[src/rtl/trace_arbiter.sv]
// trace_arbiter: round-robin merge of tile and NoC trace strobes
// onto the single trace buffer write port, with capture session control.
module trace_arbiter #(
  parameter int N_SRC = 5,
  parameter int Fpay  = 32,
  parameter int SRCw  = 3,
  parameter int CNTw  = 10,
  parameter int DRPw  = 8
) (
  input  logic                    clk,
  input  logic                    reset,
  input  logic [N_SRC-1:0]        trig,
  input  logic [N_SRC*Fpay-1:0]   trace_in_all,
  input  logic [N_SRC-1:0]        src_mask,
  input  logic                    arm,
  input  logic                    disarm,
  input  logic [CNTw-1:0]         stop_count,
  input  logic                    tb_full,
  output logic                    tb_wr,
  output logic [Fpay-1:0]         tb_din,
  output logic [SRCw-1:0]         tb_src,
  output logic [CNTw-1:0]         word_cnt,
  output logic [N_SRC*DRPw-1:0]   drop_cnt_all,
  output logic [1:0]              state
);

  typedef enum logic [1:0] {
    IDLE    = 2'b00,
    ARMED   = 2'b01,
    STOPPED = 2'b10
  } st_t;

  localparam logic [CNTw-1:0] CNT_MAX  = '1;
  localparam logic [DRPw-1:0] DRP_MAX  = '1;
  localparam logic [SRCw-1:0] PTR_INIT = SRCw'(N_SRC - 1);

  st_t              st;
  logic [N_SRC-1:0] pend;
  logic [Fpay-1:0]  hold [N_SRC];
  logic [DRPw-1:0]  drop [N_SRC];
  logic [Fpay-1:0]  din  [N_SRC];
  logic [SRCw-1:0]  ptr;

  logic [N_SRC-1:0] cap;
  logic             gnt_ok;
  logic [SRCw-1:0]  gnt_idx;
  logic [CNTw-1:0]  cnt_nxt;
  logic             limit_hit;

  for (genvar gi = 0; gi < N_SRC; gi++) begin : g_lane
    assign din[gi] = trace_in_all[gi*Fpay +: Fpay];
    assign drop_cnt_all[gi*DRPw +: DRPw] = drop[gi];
  end

  assign state = st;
  assign cap   = (st == ARMED) ? (trig & src_mask) : '0;

  // first pending source above the pointer, wrapping
  always_comb begin
    int j;
    j       = 0;
    gnt_ok  = 1'b0;
    gnt_idx = ptr;
    for (int k = 1; k <= N_SRC; k++) begin
      j = (int'(ptr) + k) % N_SRC;
      if (!gnt_ok && pend[j]) begin
        gnt_ok  = 1'b1;
        gnt_idx = SRCw'(j);
      end
    end
    if (st != ARMED || tb_full) begin
      gnt_ok = 1'b0;
    end
  end

  assign cnt_nxt   = (word_cnt == CNT_MAX) ? word_cnt
                                           : word_cnt + 1'b1;
  assign limit_hit = gnt_ok && (stop_count != '0)
                  && (cnt_nxt == stop_count);

  always_ff @(posedge clk or negedge reset) begin
    if (!reset) begin
      st       <= IDLE;
      tb_wr    <= 1'b0;
      tb_din   <= '0;
      tb_src   <= '0;
      word_cnt <= '0;
      pend     <= '0;
      ptr      <= PTR_INIT;
      for (int n = 0; n < N_SRC; n++) begin
        hold[n] <= '0;
        drop[n] <= '0;
      end
    end else begin
      tb_wr <= 1'b0;
      unique case (st)
        IDLE, STOPPED: begin
          if (disarm) begin
            st <= STOPPED;
          end else if (arm) begin
            st       <= ARMED;
            word_cnt <= '0;
            pend     <= '0;
            for (int n = 0; n < N_SRC; n++) begin
              drop[n] <= '0;
            end
          end
        end
        ARMED: begin
          if (gnt_ok) begin
            tb_wr    <= 1'b1;
            tb_din   <= hold[gnt_idx];
            tb_src   <= gnt_idx;
            ptr      <= gnt_idx;
            word_cnt <= cnt_nxt;
          end
          // a granted slot frees itself this edge, so a new strobe refills it
          for (int n = 0; n < N_SRC; n++) begin
            if (cap[n]) begin
              if (pend[n] && !(gnt_ok && gnt_idx == SRCw'(n))) begin
                if (drop[n] != DRP_MAX) begin
                  drop[n] <= drop[n] + 1'b1;
                end
              end else begin
                hold[n] <= din[n];
                pend[n] <= 1'b1;
              end
            end else if (gnt_ok && gnt_idx == SRCw'(n)) begin
              pend[n] <= 1'b0;
            end
          end
          if (disarm || tb_full || limit_hit) begin
            st <= STOPPED;
          end
        end
        default: st <= IDLE;
      endcase
    end
  end

endmodule
[config.mk]
export PLATFORM = sky130hd
export DESIGN_NAME = trace_arbiter
export DESIGN_NICKNAME = d
export VERILOG_FILES = /design/src/rtl/trace_arbiter.sv
export SDC_FILE = /design/constraint.sdc
export NUM_CORES = 1
export LEC_CHECK = 0
export CORE_UTILIZATION = 25
export DETAILED_ROUTE_END_ITERATION = 6
export GPL_ROUTABILITY_DRIVEN = 0
export HOLD_SLACK_MARGIN = 0.05
export PLACE_DENSITY = 0.42
export SETUP_SLACK_MARGIN = 0.02
export SYNTH_ARGS = -nofsm -noshare
export SYNTH_HDL_FRONTEND = slang
export SYNTH_SLANG_ARGS = --single-unit
export TNS_END_PERCENT = 50
[constraint.sdc]
create_clock -name clk -period 7.74 [get_ports clk]
set_input_delay 1.548 -clock clk [delete_from_list [all_inputs] [get_ports clk]]
set_output_delay 1.548 -clock clk [all_outputs]
set_load 0.02 [all_outputs]
==> flow_summary.yaml, run 1 <==
status:
  outcome: "finished clean"
routing:
  wl_met2_mm: 21.8
  via_count: 10871
  drc: 0
  routed_wl_mm: 46.5
  wl_per_cell_um: 20.4
  dr.max_layer_used: "met5"
  wl_met3_mm: 3.09
  drtAntennaViolNets: 0
  first_iter_violations: 509
  via_per_inst: 4.76
  dr.pass1.iters: 4
  wl_met1_mm: 20.5
global_routing:
  grt_pass1_wl_mm: 70.6
  grt_use_total_pct: 16.3
  grt_start_max_net_pins: 158
  antenna_found_initial: 17
  gr-total-overflow: 0
  grt_pass1_vias: 11329
power_and_ir_drop:
  power_switching_mw: 4.31
  p_total_mw: 8.95
  leakage_nw: 7.70
  seqPwrFrac_pct: 22.1
  switching_share_pct: 48.2
  comb_power_share_pct: 61.6
  power_density_nw_per_um2: 484
  internal-power_mw: 4.64
  clkPwrFrac_pct: 16.3
  ir_drop_mv: 0.698
timing:
  relSlewSlack_pct: 29.7
  finalHoldViolCount: 0
  final.min_clock_period_ns: 6.72
  finalCritPeriodShare_pct: 86.8
  fin_skew_ns: 0.0166
  tns_ns: 0
  worst_slew_pin_slew_ns: 1.05
  rsz0062_at_grt: "no"
  setup_viol: 0
  maxSlewViolCount: 0
  max_freq_ghz: 0.149
synthesis:
  synth_seq_cells: 254
  ys_seq_area_share_pct: 45.5
  synth_warnings: 0
  synth.distinct_cells: 94
  synth_ff_type: "dfrtp_1"
  synth_edf_count: 0
  syn_area_um2: 14000
  async_flop_share_pct: 100
  syn_inst: 1262
  synth_fp_nets: 1477
  syn_avg_cell_area_um2: 11.1
final_layout:
  instances_no_fill: 2284
  syn_to_final_growth_pct: 32.2
  fillers: 5588
  drive_above_1_share_pct: 13.4
  final_nets: 1720
  utilization_pct: 33.5
clocking:
  clk_latency_ns: 0.59
  cts_buffers: 31
  cts_resized: 0
  h-tree-depth: 1
  postCtsSetupRepairBufs: 0
  cts_max_path_buffers: 3
  clk_pin_slew_ns: 0.07
  root_buffer: "clkbuf_16"
  tritoncts: "built"
  postCtsHoldBufs: 0
  clock-sinks: 254
worst_setup_path:
  setup.worst_path.end: "hold[64]"
  timing.rr.start: "tb_src[1]"
  cp-start-kind: "register"
  worstSetupStartpoint: "tb_src[1]"
  rr_endpoint: "hold[64]"
  rrSetupSlack_ns: 1.02
  cp.arrival_ns: 7.19
  crit_type: "register to register"
  setup.worst_path.end_class: "register"
  cp_max_fo: 32
  reg2regPathDepth: 20
  worstPathRequired_ns: 8.21
hold_path:
  min_path_type: "register to register"
placement:
  post-dp-hpwl_mm: 32.2
  dp.cells: 2220
  portBuffers: 272
die:
  die-area_um2: 56800
  die_h_um: 238
  die_width_um: 238
  core_area_um2: 55200
  ios: 273
  start_util_pct: 25.3
  rows: 86
run:
  cap_violations: 0
## how the worst min path moves through the flow
stage	startpoint	to	slack, ns	cells after the start
after floorplan	hold[39]	hold[39]	0.46	1
after global placement	hold[66]	hold[66]	0.47	1
after detailed placement	hold[40]	hold[40]	0.47	1
after CTS	hold[40]	hold[40]	0.49	1
after global routing	hold[68]	hold[68]	0.50	1
final	hold[40]	hold[40]	0.48	1
## per-stage QoR
stage | hold slack (ns) | cell area (um^2) | setup slack (ns)
2_1_floorplan | 0.458 | 14000 | 1.76
3_3_place_gp | 0.468 | 17400 | 1.20
3_5_place_dp | 0.475 | 17400 | 1.02
4_1_cts | 0.488 | 18500 | 0.959
5_1_grt | 0.499 | 18500 | 0.349
6_report | 0.485 | 18500 | 1.02
## power groups by stage
stage                     Combinational, mW  Clock [mW]  Sequential, mW
final                                  5.51        1.46            1.98
after global routing                   5.97        1.57            2.03
after CTS                              5.60        1.51            1.98
after detailed placement               5.58           0            2.00
after global placement                 5.57           0            2.00
after floorplan                        3.69           0            2.00
## metal layers
layer | global-route usage [%] | vias to the layer above
li1 | - | 5145
met1 | 20.9 | 5403
met2 | 26.7 | 236
met3 | 4.97 | 67
met4 | 3.94 | 20
met5 | 0 | -
## placed cells by master (no fill, tap or decap), types with 25 or more instances in the layout
cell,n
a21oi_1,34
and2_1,40
nand2_1,73
clkdlybuf4s50_1,271
clkbuf_16,31
nand3_1,33
dfrtp_1,253
mux2_4,30
mux2i_1,55
ha_1,30
xnor2_1,25
or3_1,40
mux2_1,79
a211oi_1,72
o21ai_0,64
nor2_1,53
mux2_2,57
## cells by family after synthesis
logic type	count (synthesis)	synth area share (%)
DFF	254	45.5
adders and majority gates	30	2.69
xor gates and xnor gates	40	2.56
and+or+nand+nor	325	12.3
AOI/OAI and AO/OA	285	14.9
muxes	222	18.3
buffers and inverters	106	3.72
## cells in the mapped netlist (12+ instances only)
cell      count  share of area [%]
dfrtp_1     253                 45
mux2_1       79                6.4
nand2_1      73                2.0
a211oi_1     72                3.9
o21ai_0      64                2.3
mux2_2       57                4.6
mux2i_1      55                3.9
nor2_1       53                1.4
clkbuf_1     44                1.2
and2_1       40                1.8
or3_1        40                1.8
a21oi_1      34                1.2
nand3_1      33                1.2
ha_1         30                2.7
mux2_4       30                3.2
xnor2_1      25                1.6
inv_1        23               0.62
nor3_1       19               0.68
buf_2        17               0.61
and3_1       15               0.67
xor2_1       14               0.88
a31oi_1      12               0.54
## registers in the layout, indices dropped and copies added (netlist names)
| signal | count |
|---|---|
| tb_din | 32 |
| tb_wr | 1 |
| word_cnt | 10 |
| drop_cnt_all | 40 |
| hold | 160 |
| ptr | 1 |
| tb_src | 3 |
| state | 2 |
| pend | 5 |
## area by class of cell
type / instances / area, um^2 / share of cell area (%)
Timing Repair Buffer: 291 / 2880 / 15.6
Clock inverter: 7 / 55.1 / 0.298
Tap cell: 748 / 936 / 5.07
Clock buffer: 50 / 977 / 5.29
Multi-Input combinational cell: 902 / 7160 / 38.7
Sequential cell: 254 / 6360 / 34.4
Inverter: 25 / 93.8 / 0.508
Antenna cell: 7 / 17.5 / 0.0948
## critical path, cell delays in order (launching register included)
cell       delay (ns)
dfrtp_1          0.61
inv_1            0.28
ha_1             0.60
ha_1             0.37
nor4b_1          0.46
a211oi_1         0.12
xnor2_1          0.44
ha_1             0.23
a2bb2oi_1        0.21
a21oi_2          0.14
or3b_1           0.37
a211o_1          0.35
and3b_4          0.21
nand2_2          0.11
o21ai_4          0.08
inv_2            0.36
o211ai_4         0.28
o21ai_2          0.28
nor2b_4          0.17
buf_4            0.46
mux2_2           0.39
(Power assumes the default switching activity.)
==> run 2, diff against run 1 <==
==> constraint.sdc (replaced) <==
create_clock -name clk -period 7.74 [get_ports clk]
set_input_delay 1.548 -clock clk [delete_from_list [all_inputs] [get_ports clk]]
set_output_delay 1.548 -clock clk [all_outputs]
set_load 0.01 [all_outputs]
==> results of run 2 <==
The final DEF is identical to that of run 1. Status: finished clean.
Among the figures that moved: total power 8.95 mW -> 8.87 mW
